<file path="src/rtl/debug_host_ctrl_if.sv">
// Host-link byte streams plus the coprocessor debug port of debug_host_ctrl.
//   master : the command sequencer (takes cmd bytes, returns rsp bytes, drives the debug port)
//   slave  : host link and core datapath side
//   cmd_valid/cmd_data/cmd_ready   host -> controller command bytes
//   rsp_valid/rsp_data/rsp_ready   controller -> host response bytes
//   coprocessorIOAddr/Control/DataOut  debug access issued to the core
//   coprocessorIODataIn            combinational read data from the addressed GPR/CSR
interface debug_host_ctrl_if #(
  parameter int unsigned N = 64
) ();
  logic          cmd_valid;
  logic [7:0]    cmd_data;
  logic          cmd_ready;
  logic          rsp_valid;
  logic [7:0]    rsp_data;
  logic          rsp_ready;
  logic [14:0]   coprocessorIOAddr;
  logic [4:0]    coprocessorIOControl;
  logic [N-1:0]  coprocessorIODataOut;
  logic [N-1:0]  coprocessorIODataIn;

  modport master (
    input  cmd_valid, cmd_data, rsp_ready, coprocessorIODataIn,
    output cmd_ready, rsp_valid, rsp_data,
           coprocessorIOAddr, coprocessorIOControl, coprocessorIODataOut
  );

  modport slave (
    output cmd_valid, cmd_data, rsp_ready, coprocessorIODataIn,
    input  cmd_ready, rsp_valid, rsp_data,
           coprocessorIOAddr, coprocessorIOControl, coprocessorIODataOut
  );
endinterface

</file>
<file path="src/rtl/debug_host_ctrl.sv">
// Byte-stream debug command sequencer: decodes host command bytes, halts/resumes
// the core, performs single-cycle GPR read/write and CSR read accesses on the
// coprocessor debug port, and streams results back as bytes (LSB first).
//   clk, reset : clock, synchronous active-high reset
//   dbg        : host cmd/rsp byte streams and debug port (master side)
//   halted     : mirror of the halt flag
module debug_host_ctrl #(
  parameter int unsigned N        = 64,
  parameter logic [7:0]  ACK_CODE = 8'hA5,
  parameter logic [7:0]  ERR_CODE = 8'hEE
) (
  input  logic              clk,
  input  logic              reset,
  debug_host_ctrl_if.master dbg,
  output logic              halted
);

  localparam int unsigned BYTES = N / 8;
  localparam int unsigned CNT_W = (BYTES > 1) ? $clog2(BYTES) : 1;
  localparam logic [CNT_W-1:0] CNT_LAST = CNT_W'(BYTES - 1);

  localparam logic [7:0] OP_HALT      = 8'h01;
  localparam logic [7:0] OP_RESUME    = 8'h02;
  localparam logic [7:0] OP_READ_REG  = 8'h10;
  localparam logic [7:0] OP_WRITE_REG = 8'h11;
  localparam logic [7:0] OP_READ_CSR  = 8'h20;

  localparam logic [4:0] CTRL_RD_GPR = 5'b00110;
  localparam logic [4:0] CTRL_RD_CSR = 5'b01110;
  localparam logic [4:0] CTRL_WR_GPR = 5'b00101;

  typedef enum logic [2:0] {
    S_IDLE,
    S_GET_ADDR0,
    S_GET_ADDR1,
    S_GET_DATA,
    S_ACCESS,
    S_SEND,
    S_RESP
  } state_e;

  state_e           state_q, state_d;
  logic [7:0]       op_q, op_d;
  logic [11:0]      addr_q, addr_d;
  logic [N-1:0]     data_q, data_d;
  logic [CNT_W-1:0] cnt_q, cnt_d;
  logic             halt_q, halt_d;
  logic             cmd_ready_q, cmd_ready_d;
  logic             rsp_valid_q, rsp_valid_d;
  logic [7:0]       rsp_data_q, rsp_data_d;
  logic [14:0]      io_addr_q, io_addr_d;
  logic [4:0]       io_ctrl_q, io_ctrl_d;
  logic [N-1:0]     io_dout_q, io_dout_d;

  logic             cmd_fire_c;
  logic             rsp_fire_c;
  logic [N-1:0]     data_shift_c;
  logic             operands_done_c;
  logic             enter_access_c;

  assign cmd_fire_c   = dbg.cmd_valid && cmd_ready_q;
  assign rsp_fire_c   = rsp_valid_q && dbg.rsp_ready;
  assign data_shift_c = data_q >> 8;

  // State and datapath registers
  always_ff @(posedge clk) begin
    if (reset) begin
      state_q     <= S_IDLE;
      op_q        <= '0;
      addr_q      <= '0;
      data_q      <= '0;
      cnt_q       <= '0;
      halt_q      <= 1'b0;
      cmd_ready_q <= 1'b0;
      rsp_valid_q <= 1'b0;
      rsp_data_q  <= '0;
      io_addr_q   <= '0;
      io_ctrl_q   <= '0;
      io_dout_q   <= '0;
    end else begin
      state_q     <= state_d;
      op_q        <= op_d;
      addr_q      <= addr_d;
      data_q      <= data_d;
      cnt_q       <= cnt_d;
      halt_q      <= halt_d;
      cmd_ready_q <= cmd_ready_d;
      rsp_valid_q <= rsp_valid_d;
      rsp_data_q  <= rsp_data_d;
      io_addr_q   <= io_addr_d;
      io_ctrl_q   <= io_ctrl_d;
      io_dout_q   <= io_dout_d;
    end
  end

  // Next-state and registered-output lookahead
  always_comb begin
    state_d         = state_q;
    op_d            = op_q;
    addr_d          = addr_q;
    data_d          = data_q;
    cnt_d           = cnt_q;
    halt_d          = halt_q;
    rsp_valid_d     = rsp_valid_q;
    rsp_data_d      = rsp_data_q;
    io_addr_d       = io_addr_q;
    io_ctrl_d       = io_ctrl_q;
    io_dout_d       = io_dout_q;
    cmd_ready_d     = 1'b0;
    operands_done_c = 1'b0;
    enter_access_c  = 1'b0;

    unique case (state_q)
      S_IDLE: begin
        if (cmd_fire_c) begin
          op_d  = dbg.cmd_data;
          cnt_d = '0;
          case (dbg.cmd_data)
            OP_HALT: begin
              halt_d      = 1'b1;
              state_d     = S_RESP;
              rsp_valid_d = 1'b1;
              rsp_data_d  = ACK_CODE;
            end
            OP_RESUME: begin
              halt_d      = 1'b0;
              state_d     = S_RESP;
              rsp_valid_d = 1'b1;
              rsp_data_d  = ACK_CODE;
            end
            OP_READ_REG, OP_WRITE_REG, OP_READ_CSR: begin
              state_d = S_GET_ADDR0;
            end
            default: begin
              state_d     = S_RESP;
              rsp_valid_d = 1'b1;
              rsp_data_d  = ERR_CODE;
            end
          endcase
        end
      end
      S_GET_ADDR0: begin
        if (cmd_fire_c) begin
          addr_d[7:0] = dbg.cmd_data;
          case (op_q)
            OP_WRITE_REG: state_d = S_GET_DATA;
            OP_READ_CSR:  state_d = S_GET_ADDR1;
            default:      operands_done_c = 1'b1;
          endcase
        end
      end
      S_GET_ADDR1: begin
        // Only the low nibble of the high address byte is meaningful.
        if (cmd_fire_c) begin
          addr_d[11:8]    = dbg.cmd_data[3:0];
          operands_done_c = 1'b1;
        end
      end
      S_GET_DATA: begin
        if (cmd_fire_c) begin
          data_d[8*int'(cnt_q) +: 8] = dbg.cmd_data;
          if (cnt_q == CNT_LAST) begin
            cnt_d           = '0;
            operands_done_c = 1'b1;
          end else begin
            cnt_d = cnt_q + CNT_W'(1);
          end
        end
      end
      S_ACCESS: begin
        if (op_q == OP_WRITE_REG) begin
          state_d     = S_RESP;
          rsp_valid_d = 1'b1;
          rsp_data_d  = ACK_CODE;
        end else begin
          data_d      = dbg.coprocessorIODataIn;
          rsp_data_d  = dbg.coprocessorIODataIn[7:0];
          rsp_valid_d = 1'b1;
          cnt_d       = '0;
          state_d     = S_SEND;
        end
      end
      S_SEND: begin
        // rsp_data_q already shows byte cnt_q; the shifter holds the bytes still to go.
        if (rsp_fire_c) begin
          if (cnt_q == CNT_LAST) begin
            cnt_d       = '0;
            rsp_valid_d = 1'b0;
            state_d     = S_IDLE;
          end else begin
            cnt_d      = cnt_q + CNT_W'(1);
            data_d     = data_shift_c;
            rsp_data_d = data_shift_c[7:0];
          end
        end
      end
      S_RESP: begin
        if (rsp_fire_c) begin
          rsp_valid_d = 1'b0;
          state_d     = S_IDLE;
        end
      end
      default: state_d = S_IDLE;
    endcase

    // Operands always fully consumed so the host stream stays framed; access only when halted.
    if (operands_done_c) begin
      if (halt_q) begin
        state_d        = S_ACCESS;
        enter_access_c = 1'b1;
      end else begin
        state_d     = S_RESP;
        rsp_valid_d = 1'b1;
        rsp_data_d  = ERR_CODE;
      end
    end

    // Debug port: access controls for exactly the ACCESS cycle, halt hold otherwise.
    if (enter_access_c) begin
      case (op_q)
        OP_READ_CSR: begin
          io_addr_d = {3'b000, addr_d};
          io_ctrl_d = CTRL_RD_CSR;
        end
        OP_WRITE_REG: begin
          io_addr_d = {10'd0, addr_d[4:0]};
          io_ctrl_d = CTRL_WR_GPR;
          io_dout_d = data_d;
        end
        default: begin
          io_addr_d = {10'd0, addr_d[4:0]};
          io_ctrl_d = CTRL_RD_GPR;
        end
      endcase
    end else begin
      io_ctrl_d = {2'b00, halt_d, 2'b00};
    end

    cmd_ready_d = (state_d == S_IDLE) || (state_d == S_GET_ADDR0) ||
                  (state_d == S_GET_ADDR1) || (state_d == S_GET_DATA);
  end

  assign dbg.cmd_ready            = cmd_ready_q;
  assign dbg.rsp_valid            = rsp_valid_q;
  assign dbg.rsp_data             = rsp_data_q;
  assign dbg.coprocessorIOAddr    = io_addr_q;
  assign dbg.coprocessorIOControl = io_ctrl_q;
  assign dbg.coprocessorIODataOut = io_dout_q;
  assign halted                   = halt_q;

endmodule

</file>
<file path="src/flat_wrapper.sv">
// flat-port wrapper written by rule: the top's interface ports become plain ports
module debug_host_ctrl_flat 
#(
  parameter int unsigned N        = 64,
  parameter logic [7:0]  ACK_CODE = 8'hA5,
  parameter logic [7:0]  ERR_CODE = 8'hEE
)
  (clk, reset, halted, dbg_cmd_valid, dbg_cmd_data, dbg_rsp_ready, dbg_coprocessorIODataIn, dbg_cmd_ready, dbg_rsp_valid, dbg_rsp_data, dbg_coprocessorIOAddr, dbg_coprocessorIOControl, dbg_coprocessorIODataOut);
  debug_host_ctrl_if #(.N(N)) dbg_i ();
  input  logic clk;
  input  logic reset;
  output logic halted;
  input wire logic [$bits(dbg_i.cmd_valid)-1:0] dbg_cmd_valid;
  input wire logic [$bits(dbg_i.cmd_data)-1:0] dbg_cmd_data;
  input wire logic [$bits(dbg_i.rsp_ready)-1:0] dbg_rsp_ready;
  input wire logic [$bits(dbg_i.coprocessorIODataIn)-1:0] dbg_coprocessorIODataIn;
  output wire logic [$bits(dbg_i.cmd_ready)-1:0] dbg_cmd_ready;
  output wire logic [$bits(dbg_i.rsp_valid)-1:0] dbg_rsp_valid;
  output wire logic [$bits(dbg_i.rsp_data)-1:0] dbg_rsp_data;
  output wire logic [$bits(dbg_i.coprocessorIOAddr)-1:0] dbg_coprocessorIOAddr;
  output wire logic [$bits(dbg_i.coprocessorIOControl)-1:0] dbg_coprocessorIOControl;
  output wire logic [$bits(dbg_i.coprocessorIODataOut)-1:0] dbg_coprocessorIODataOut;
  assign dbg_i.cmd_valid = dbg_cmd_valid;
  assign dbg_i.cmd_data = dbg_cmd_data;
  assign dbg_i.rsp_ready = dbg_rsp_ready;
  assign dbg_i.coprocessorIODataIn = dbg_coprocessorIODataIn;
  assign dbg_cmd_ready = dbg_i.cmd_ready;
  assign dbg_rsp_valid = dbg_i.rsp_valid;
  assign dbg_rsp_data = dbg_i.rsp_data;
  assign dbg_coprocessorIOAddr = dbg_i.coprocessorIOAddr;
  assign dbg_coprocessorIOControl = dbg_i.coprocessorIOControl;
  assign dbg_coprocessorIODataOut = dbg_i.coprocessorIODataOut;
  debug_host_ctrl #(.N(N), .ACK_CODE(ACK_CODE), .ERR_CODE(ERR_CODE)) u_core (.clk(clk), .reset(reset), .dbg(dbg_i), .halted(halted));
endmodule
</file>
<file path="config.mk">
export PLATFORM = sky130hd
export DESIGN_NAME = debug_host_ctrl_flat
export DESIGN_NICKNAME = d
export VERILOG_FILES = /design/src/rtl/debug_host_ctrl_if.sv /design/src/rtl/debug_host_ctrl.sv /design/src/flat_wrapper.sv
export SDC_FILE = /design/constraint.sdc
export NUM_CORES = 1
export LEC_CHECK = 0
export CAP_MARGIN = 20
export CORE_ASPECT_RATIO = 1.5
export CORE_MARGIN = 3
export CORE_UTILIZATION = 40
export CTS_BUF_LIST = sky130_fd_sc_hd__clkbuf_4
export DETAILED_ROUTE_END_ITERATION = 7
export DONT_BUFFER_PORTS = 1
export GPL_TIMING_DRIVEN = 1
export PLACE_DENSITY_LB_ADDON = 0.08
export SLEW_MARGIN = 30
export SYNTH_ARGS = -nofsm -noshare
export SYNTH_HDL_FRONTEND = slang
export SYNTH_SLANG_ARGS = --single-unit
</file>
<file path="constraint.sdc">
create_clock -name clk -period 7.93 [get_ports clk]
set_clock_uncertainty 0.2 [all_clocks]
set_input_delay 0.3965 -clock clk [delete_from_list [all_inputs] [get_ports clk]]
set_output_delay 0.3965 -clock clk [all_outputs]
set_load 0.02 [all_outputs]
</file>
# After elaboration in Yosys (flattened, before gate mapping)
# Cells that the tools add are included.
# word_totals
reg_bits	184
latchBits	0
ram_bits	0
rom_bits	0
input_bits	76
out_inout_bits	95
elab_cells	112
mem_count	0
# classes
add_sub_neg	2
multipliers	0
n_div	0
magnitude_cmp	0
n_eq_ne	21
shift	2
mux	57
bitwise_logic	1
reduce_logical	16
# op_table
operator	count
64-bit 2-to-1 mux	4
64-bit one-hot mux with 3 select lines	1
64-bit bitwise mux	1
8-bit 2-to-1 mux	8
8-bit by 33-bit variable shift with 64-bit output, first input constant	1
8-bit by 33-bit indexed part select with 64-bit output	1
3-bit 2-to-1 mux	13
6-bit negator with 33-bit output	1
8-bit by 5-bit == test with 1-bit output, second input constant	3
8-bit one-hot mux with 3 select lines	1
3-bit one-hot mux with 6 select lines	1
8-bit by 6-bit == test with 1-bit output, second input constant	2
1-bit 2-to-1 mux	16
8-bit one-hot mux with 2 select lines	1
3-bit by 2-bit == test with 1-bit output, second input constant	4
3-bit == test, second input constant	4
12-bit 2-to-1 mux	1
3-bit one-hot mux with 4 select lines	1
8-bit by 1-bit == test with 1-bit output, second input constant	1
8-bit by 2-bit == test with 1-bit output, second input constant	1
4-bit 2-to-1 mux	2
4-bit one-hot mux with 2 select lines	1
2-bit OR reduction	4
3-bit by 1-bit == test with 1-bit output, second input constant	2
16 further kinds	24

# Longest topological paths before layout
# Gate-level depths: netlist of the first run.
# depth
word_depth	10
depth_mapped	10
ltp_nobuf	8

# Worst setup path after synthesis of the first run
# Ideal clock, no wire load.
# synth_path
path_type	register -> register
startpoint	reg u_core.cnt_q[0]
endpoint	reg u_core.io_dout_q[3], in the netlist u_core.dbg.coprocessorIODataOut[3]
setup_time_ps	134
arrival_ps	2658
required_ps	7596
path_slack_ps	4938
path_stages_with_launch	11
n_path_buf	2
synth_period_minus_slack_ps	2992
path_cell_list	dfxtp_1 > clkbuf_1 > inv_1 > ha_1 > ha_1 > or4b_1 > or2_1 > buf_2 > mux2_1 > a22oi_1 > a211oi_1
# synth_between
elab_chain_cells	6
elab_cells_between_ends	14
classes_between	add/sub: 1; eq/ne: 1; shift: 2; mux: 9; reduce/logical: 1
# synth_rtl
item	line_no	text
from (decl)	debug_host_ctrl.sv:46	logic [CNT_W-1:0] cnt_q, cnt_d;
from (signal assigned)	debug_host_ctrl.sv:85	cnt_q <= cnt_d;
parallel branches: the longest is 6 deep, another holds 6-bit negator with 33-bit output	n/a	
to (signal assigned)	debug_host_ctrl.sv:92	io_dout_q <= io_dout_d;
to (decl)	debug_host_ctrl.sv:53	logic [N-1:0] io_dout_q, io_dout_d;
# Parallel ways; which one is timed is not known.
# A chain may end at the register's enable or synchronous reset.

# Worst setup path after layout of the first run
# layout_path
startpoint	reg u_core.cnt_q[0]
endpoint	reg u_core.data_q[54]
# layout_between
elab_chain_cells	5
elab_cells_between_ends	9
classes_between	add/sub: 1; eq/ne: 1; shift: 2; mux: 5
# layout_rtl
item	line_no	text
6-bit negator with 33-bit output	debug_host_ctrl.sv:161	data_d[8*int'(cnt_q) +: 8] = dbg.cmd_data;
8-bit by 33-bit indexed part select with 64-bit output / 8-bit by 33-bit variable shift with 64-bit output (equally long branches)	debug_host_ctrl.sv:161	
64-bit bitwise mux	debug_host_ctrl.sv:161	
64-bit 2-to-1 mux	debug_host_ctrl.sv:160	if (cmd_fire_c) begin
64-bit one-hot mux with 3 select lines (*)	debug_host_ctrl.sv:113	unique case (state_q)
to (signal assigned)	debug_host_ctrl.sv:84	data_q <= data_d;
to (decl)	debug_host_ctrl.sv:45	logic [N-1:0] data_q, data_d;
# Mark *: on every way between the ends. The rest lies on a longest branch, timed or not.

==> flow_summary_export.csv, run 1 <==
group,metric,value,unit
outcome,status,"complete, no violations",
critical_path,crit_type,"reg2reg",
clock_network,cts_sinks,181,
place,dpl.hpwl,19.0,mm
synthesis,yosysSeqAreaShare,44.7,%
worst_hold_path,min_from,"dbg_cmd_data[5]",
synthesis,synth_area_leaders,"dfxtp_1 45%, nor2_1 5.2%, a211oi_1 5.2%",
clock_network,cts_buffers,17,
detailed_routing,postRouteAntennaNets,0,
pwr,swShare,37.2,%
clock_network,cts_htree_levels,4,
global_routing,grt_pass1_vias,7280,
place,place.gp.congestion,0.917,
clock_network,cts_resized,0,
global_routing,grt_pass1_wl,43.6,mm
global_routing,gr-usage-met3,6.66,%
synthesis,yosysTopAreaCell,"dfxtp_1",
clock_network,cts_root_buffer,"clkbuf_4",
critical_path,r2r_start,"u_core.cnt_q[0]",
pwr,ir_drop,0.130,mV
final_layout,final_layout_size_suffix_gt1_share,7.16,%
floorplanning,row_count,63,
timing,slew_viol_final,0,
detailed_routing,wirelength,28.8,mm
synthesis,async_flop_share,0,%
critical_path,slowest_stage,"nor4_2",
detailed_routing,drtIter0Drc,572,
flow_run,drv_cap,0,
timing,finalSetupViolCount,0,
critical_path,slowest_delay,0.72,ns
timing,setup_tns,0,ns
critical_path,path_cells,"inv_1 > ha_1 > ha_1 > nand2b_1 > nor4_2 > o22ai_1 > a21oi_1 > a21oi_1 > dlygate4sd3_1",
critical_path,worst_setup_path_start_kind,"flip-flop",
worst_hold_path,whs_path_depth,3,
clock_network,cts.path.max_buffers,2,
pwr,clock_power_share,22.7,%
pwr,p_int,1.41,mW
pwr,leakage,2.99,nW
synthesis,syn_inst,926,
critical_path,crit_path_end_kind,"flip-flop",
critical_path,critPathRequiredTime,8.22,ns
global_routing,antenna_found_initial,1,
pwr,p_seq_share,51.6,%
worst_hold_path,min_to,"u_core.halted",
detailed_routing,drc,0,
synthesis,syn_avg_cell_area,8.75,um^2
synthesis,synth_area,0.00810,mm^2
global_routing,met2_usage,43.7,%
global_routing,top_usage_layer,"met2",
detailed_routing,drtPass1Iterations,8,
floorplanning,start_util,40.8,%
clock_network,cts_tree,"yes",
synthesis,ys.warnings.count,0,
critical_path,r2r_slack,3.94,ns
pwr,totalPowerFinal,2.24,mW
timing,max_slew_margin,29.2,%
floorplanning,fp.coreArea,0.0199,mm^2
final_layout,syn2layout_area_growth,14.3,%
pwr,powerDensity,242,mW/mm^2
worst_hold_path,hp-class,"in2reg",
global_routing,grt_use_met1,30.8,%
place,io_buffers,0,
timing,tightest_slew,1.05,ns
synthesis,synth_edf_count,0,
final_layout,nNetsFinal,1032,
critical_path,r2r_end,"u_core.data_q[54]",
synthesis,synth-seq-cells,181,
synthesis,synth.distinct_cells,74,
timing,fmax,251,MHz
detailed_routing,dr_total_vias,7520,
critical_path,cp_data_arrival_time,4.28,ns
floorplanning,dieArea,0.0220,mm^2
synthesis,ys.flop_type,"dfxtp_1",
detailed_routing,wl_per_cell,23.5,um
clock_network,clkTransAtPathRegs,0.15,ns
timing,rsz0062_at_grt,"no",
global_routing,track_usage,25.6,%
pwr,p_switching,0.832,mW
timing,hold_viol,0,
critical_path,crit_fanout,17,
pwr,combinationalPowerShare,25.7,%
floorplanning,io_pins,171,
timing,post-route-min-period,3.99,ns
floorplanning,die_h,180,um
timing,period_share,50.3,%
final_layout,final_util,46.6,%
global_routing,grt_max_degree,182,
clock_network,clk_latency,0.58,ns
synthesis,synth_top_area_share,44.7,%
floorplanning,die_w,122,um
detailed_routing,via_per_inst,6.14,
critical_path,ff2ff_path_depth,9,
global_routing,grt.overflow.total,0,
placed cells by master (no fill, tap or decap), types with 4 or more instances in the layout:
master and count:
inv_1 9, nor2_1 112, dfxtp_1 181, o31ai_1 10
and4_1 4, and3_1 9, nand3_1 8, nand2_1 91
nor3_2 4, a22oi_1 22, nor3_1 17, a221oi_1 18
o21bai_1 11, o21ai_0 20, a311oi_1 5, a222oi_1 11
a32o_1 14, mux2_2 11, conb_1 4, nand2b_1 7
a21oi_1 70, clkbuf_4 17, dlygate4sd3_1 82, buf_4 4
a31oi_1 33, mux2i_1 12, a211oi_1 56, nor2b_1 15
or4_1 4, clkinv_4 6, o2bb2ai_1 8, ha_1 4
and2_1 5
cell type report:
| cell class | instances | area, um^2 |
|---|---|---|
| timing repair buffer | 88 | 906 |
| fill | 2013 | 10600 |
| antenna | 1 | 2.50 |
| tap | 260 | 325 |
| clock inverter | 14 | 139 |
| multi-input combinational | 655 | 4100 |
| sequential | 181 | 3620 |
| inverter | 9 | 33.8 |
| clock buffer | 17 | 128 |
stage by stage:
| stage | hold slack, ns | instance area (um^2) | worst slack [ns] | instances |
|---|---|---|---|---|
| 6_report | 0.0489 | 9260 | 3.94 | 1225 |
| 5_1_grt | 0.0235 | 9260 | 3.66 | 1225 |
| 4_1_cts | 0.0112 | 9220 | 3.99 | 1222 |
| 3_5_place_dp | 0.269 | 8110 | 4.29 | 1109 |
| 3_3_place_gp | 0.256 | 8100 | 4.44 | 1109 |
| 2_1_floorplan | 0.248 | 8110 | 4.94 | 929 |
cell usage after synthesis, types with 7 or more instances:
cell	instances
mux2i_1	12
and3_1	10
o21bai_1	11
clkbuf_1	44
inv_1	9
nand2b_1	7
a32o_1	14
a21oi_1	70
o31ai_1	10
mux2_2	11
a31oi_1	33
nor2b_1	15
a22oi_1	22
a222oi_1	11
o21ai_0	20
nor2_1	113
o2bb2ai_1	8
buf_2	29
nor3_1	18
a221oi_1	18
dfxtp_1	181
nand3_1	8
nand2_1	91
a211oi_1	56
buf_4	7
per-layer routing:
layer / vias to the layer above / part of all wire, %
met3: 50 / 7.5
met4: 0 / 3.1
met5: - / 0
li1: 3513 / -
met1: 3656 / 39
met2: 301 / 50
worst max-delay path: cells and delay by family, from the launching register on:
family | cells | cell delay (ns)
DFF | 1 | 0.67
buffers and inverters | 2 | 0.74
AOI/OAI and AO/OA | 3 | 0.74
adders and majority gates | 2 | 0.50
and+or+nand+nor | 2 | 1.05
cells by family after synthesis:
| family | share of synthesized area (%) |
|---|---|
| DFF | 44.7 |
| adders and majority gates | 0.618 |
| and+or+nand+nor | 18.7 |
| other | 0.0463 |
| xor gates and xnor gates | 0.216 |
| muxes | 3.29 |
| buffers and inverters | 5.27 |
| AOI/OAI and AO/OA | 27.1 |
power by group through the flow:
stage	clock network [mW]	registers, mW	logic (mW)
floorplan	0	1.10	0.434
global placement	0	1.17	0.492
detailed placement	0	1.17	0.503
CTS	0.521	1.15	0.573
global route	0.561	1.17	0.628
finish	0.508	1.16	0.576
how the worst max path moves through the flow:
stage | from | cells after the start | endpoint | slack (ns)
final | u_core.cnt_q[0] | 9 | u_core.data_q[54] | 3.94
after global routing | u_core.cnt_q[0] | 9 | u_core.data_q[54] | 3.66
after CTS | u_core.cnt_q[0] | 9 | u_core.data_q[54] | 3.99
after detailed placement | u_core.cnt_q[0] | 8 | u_core.dbg.coprocessorIODataOut[18] | 4.29
after global placement | u_core.cnt_q[0] | 8 | u_core.dbg.coprocessorIODataOut[18] | 4.44
after floorplan | u_core.cnt_q[0] | 10 | u_core.dbg.coprocessorIODataOut[3] | 4.94
timing repair:
action	4_1_cts	5_1_grt
hold buffers	82	1
endpoints found under the hold margin	181	1
buffers inserted	0	0
setup endpoints to repair	0	0
state kept, by name (all words and copies together), names as in the netlist:
register and flops:
u_core.addr_q 12, u_core.cnt_q 3, u_core.data_q 64, u_core.dbg.cmd_ready 1, u_core.dbg.coprocessorIOAddr 12, u_core.dbg.coprocessorIOControl 4
u_core.dbg.coprocessorIODataOut 64, u_core.dbg.rsp_data 8, u_core.dbg.rsp_valid 1, u_core.halted 1, u_core.op_q 8, u_core.state_q 3
Power figures use the tool's default switching activity.
==> inputs of run 2 (changes only) <==
clock period = 4.08 ns   (was 7.93 ns; I/O delays follow)
==> flow_summary_export.csv, run 2 (synthesis gave the netlist of run 1 again) <==
group,metric,value,unit
detailed_routing,via_per_inst,6.13,
final_layout,postLayoutCellArea,0.00953,mm^2
detailed_routing,postRouteAntennaNets,0,
final_layout,mostFrequentLayoutCell,"dfxtp_1",
timing,finalSetupViolCount,0,
timing,slew_viol_final,0,
global_routing,antenna_found_initial,3,
floorplanning,dieArea,0.0220,mm^2
global_routing,grt.overflow.total,0,
timing,max_slew_margin,31.8,%
critical_path,r2r_slack,0.23,ns
critical_path,crit_type,"reg2reg",
place,dpl.hpwl,19.6,mm
critical_path,path_cells,"inv_1 > ha_1 > ha_1 > nand4b_1 > nor3_2 > nor3_2 > a21oi_1 > a211oi_1 > dlygate4sd3_1",
flow_run,drv_cap,0,
final_layout,layout_common_cells,"181 x dfxtp_1, 112 x nor2_1, 94 x dlygate4sd3_1",
worst_hold_path,whs_path_depth,4,
detailed_routing,drtPass1Iterations,5,
worst_hold_path,min_to,"u_core.data_q[8]",
timing,whs,0.0661,ns
critical_path,cp_data_arrival_time,4.15,ns
timing,hold_viol,0,
critical_path,ff2ff_path_depth,9,
worst_hold_path,hp-class,"in2reg",
clock_network,clk_latency,0.59,ns
final_layout,num-fill-cells,1985,
detailed_routing,wirelength,28.6,mm
clock_network,clkTransAtPathRegs,0.16,ns
clock_network,cts_buffers,17,
critical_path,crit_fanout,17,
outcome,status,"complete, no violations",
floorplanning,io_pins,171,
floorplanning,die_h,180,um
place,place_area,0.00823,mm^2
floorplanning,die_w,122,um
critical_path,slowest_delay,0.65,ns
critical_path,worst_setup_path_start_kind,"flip-flop",
timing,post-route-min-period,3.85,ns
global_routing,grt_max_degree,183,
pwr,ir_drop,0.246,mV
critical_path,crit_path_end_kind,"flip-flop",
timing,fmax,260,MHz
timing,rsz0062_at_grt,"no",
timing,period_share,94.3,%
final_layout,syn2layout_area_growth,17.6,%
clock_network,cts_root_buffer,"clkbuf_4",
final_layout,seq_area,0.00362,mm^2
place,io_buffers,0,
global_routing,grt_pass1_wl,43.5,mm
floorplanning,start_util,40.8,%
clock_network,cts.path.max_buffers,2,
worst_hold_path,min_from,"dbg_cmd_valid",
pwr,powerDensity,475,mW/mm^2
global_routing,grt_pass1_vias,7523,
final_layout,nNetsFinal,1057,
detailed_routing,dr_total_vias,7678,
detailed_routing,drc,0,
timing,tightest_slew,1.02,ns
clock_network,cts_htree_levels,4,
clock_network,cts_sinks,181,
critical_path,slowest_stage,"dfxtp_1",
critical_path,cp_top_family,"simple AND/OR/NAND/NOR gates",
critical_path,r2r_start,"u_core.cnt_q[0]",
place,place.gp.congestion,0.912,
global_routing,track_usage,25.7,%
floorplanning,row_count,63,
clock_network,cts_setup_buffers,0,
clock_network,cts_tree,"yes",
critical_path,crit_buf_inv,2,
critical_path,critPathRequiredTime,4.38,ns
detailed_routing,drtIter0Drc,560,
critical_path,r2r_end,"u_core.dbg.coprocessorIODataOut[56]",
timing,setup_tns,0,ns
final_layout,final_layout_size_suffix_gt1_share,8.59,%
pwr,leakage,3.14,nW
floorplanning,fp.coreArea,0.0199,mm^2
final_layout,multi_input_area,0.00409,mm^2
final_layout,final_util,48.0,%
detailed_routing,wl_per_cell,22.8,um
[run 2: area by class of cell]
cell class | instances | share of cell area (%)
well taps | 260 | 3.42
diodes | 3 | 0.0788
inverters | 9 | 0.355
multi-input cells | 655 | 43.0
clock inverters | 13 | 1.79
repair buffers | 113 | 11.8
flip-flops and latches | 181 | 38.0
clock buffers | 19 | 1.50
[run 2: worst max-delay path by stage]
stage	from	to	slack, ns	depth (start not counted)
finish	u_core.cnt_q[0]	u_core.dbg.coprocessorIODataOut[56]	0.23	9
global route	u_core.cnt_q[0]	u_core.dbg.coprocessorIODataOut[56]	0.02	9
CTS	u_core.cnt_q[0]	u_core.dbg.coprocessorIODataOut[56]	0.25	9
global placement	u_core.cnt_q[0]	u_core.dbg.coprocessorIODataOut[24]	0.77	8
floorplan	u_core.cnt_q[0]	u_core.dbg.coprocessorIODataOut[3]	1.09	10
detailed placement	u_core.cnt_q[0]	u_core.dbg.coprocessorIODataOut[24]	0.69	8
[run 2: repair_timing]
action | CTS | global route
hold buffers | 95 | 0
gates resized for setup | 0 | 0
hold endpoints to repair | 181 | 0
[run 2: tightest hold or removal path, stage by stage]
cell and delay (ns):
and4_1 0.20, a32o_1 0.24, a221oi_1 0.09, nor2_1 0.08
[run 2: metal layers]
metal / wire (um) / GRT usage [%]
met1: 11100 / 30.5
met2: 14000 / 42.5
met3: 2010 / 6.06
met4: 1470 / 13.5
met5: 0 / 0
[run 2: stage by stage]
| step | power (mW) | instances | setup slack, ns |
|---|---|---|---|
| floorplan | 2.98 | 929 | 1.09 |
| global placement | 3.25 | 1123 | 0.772 |
| detailed placement | 3.27 | 1123 | 0.685 |
| CTS | 4.53 | 1250 | 0.253 |
| global route | 4.76 | 1253 | 0.0199 |
| finish | 4.52 | 1253 | 0.231 |
[run 2: where the power goes]
group	internal (mW)	total, mW	switching (mW)
Sequential	1.96	2.23	0.263
Clock	0.448	1.12	0.667
Combinational	0.447	1.18	0.734
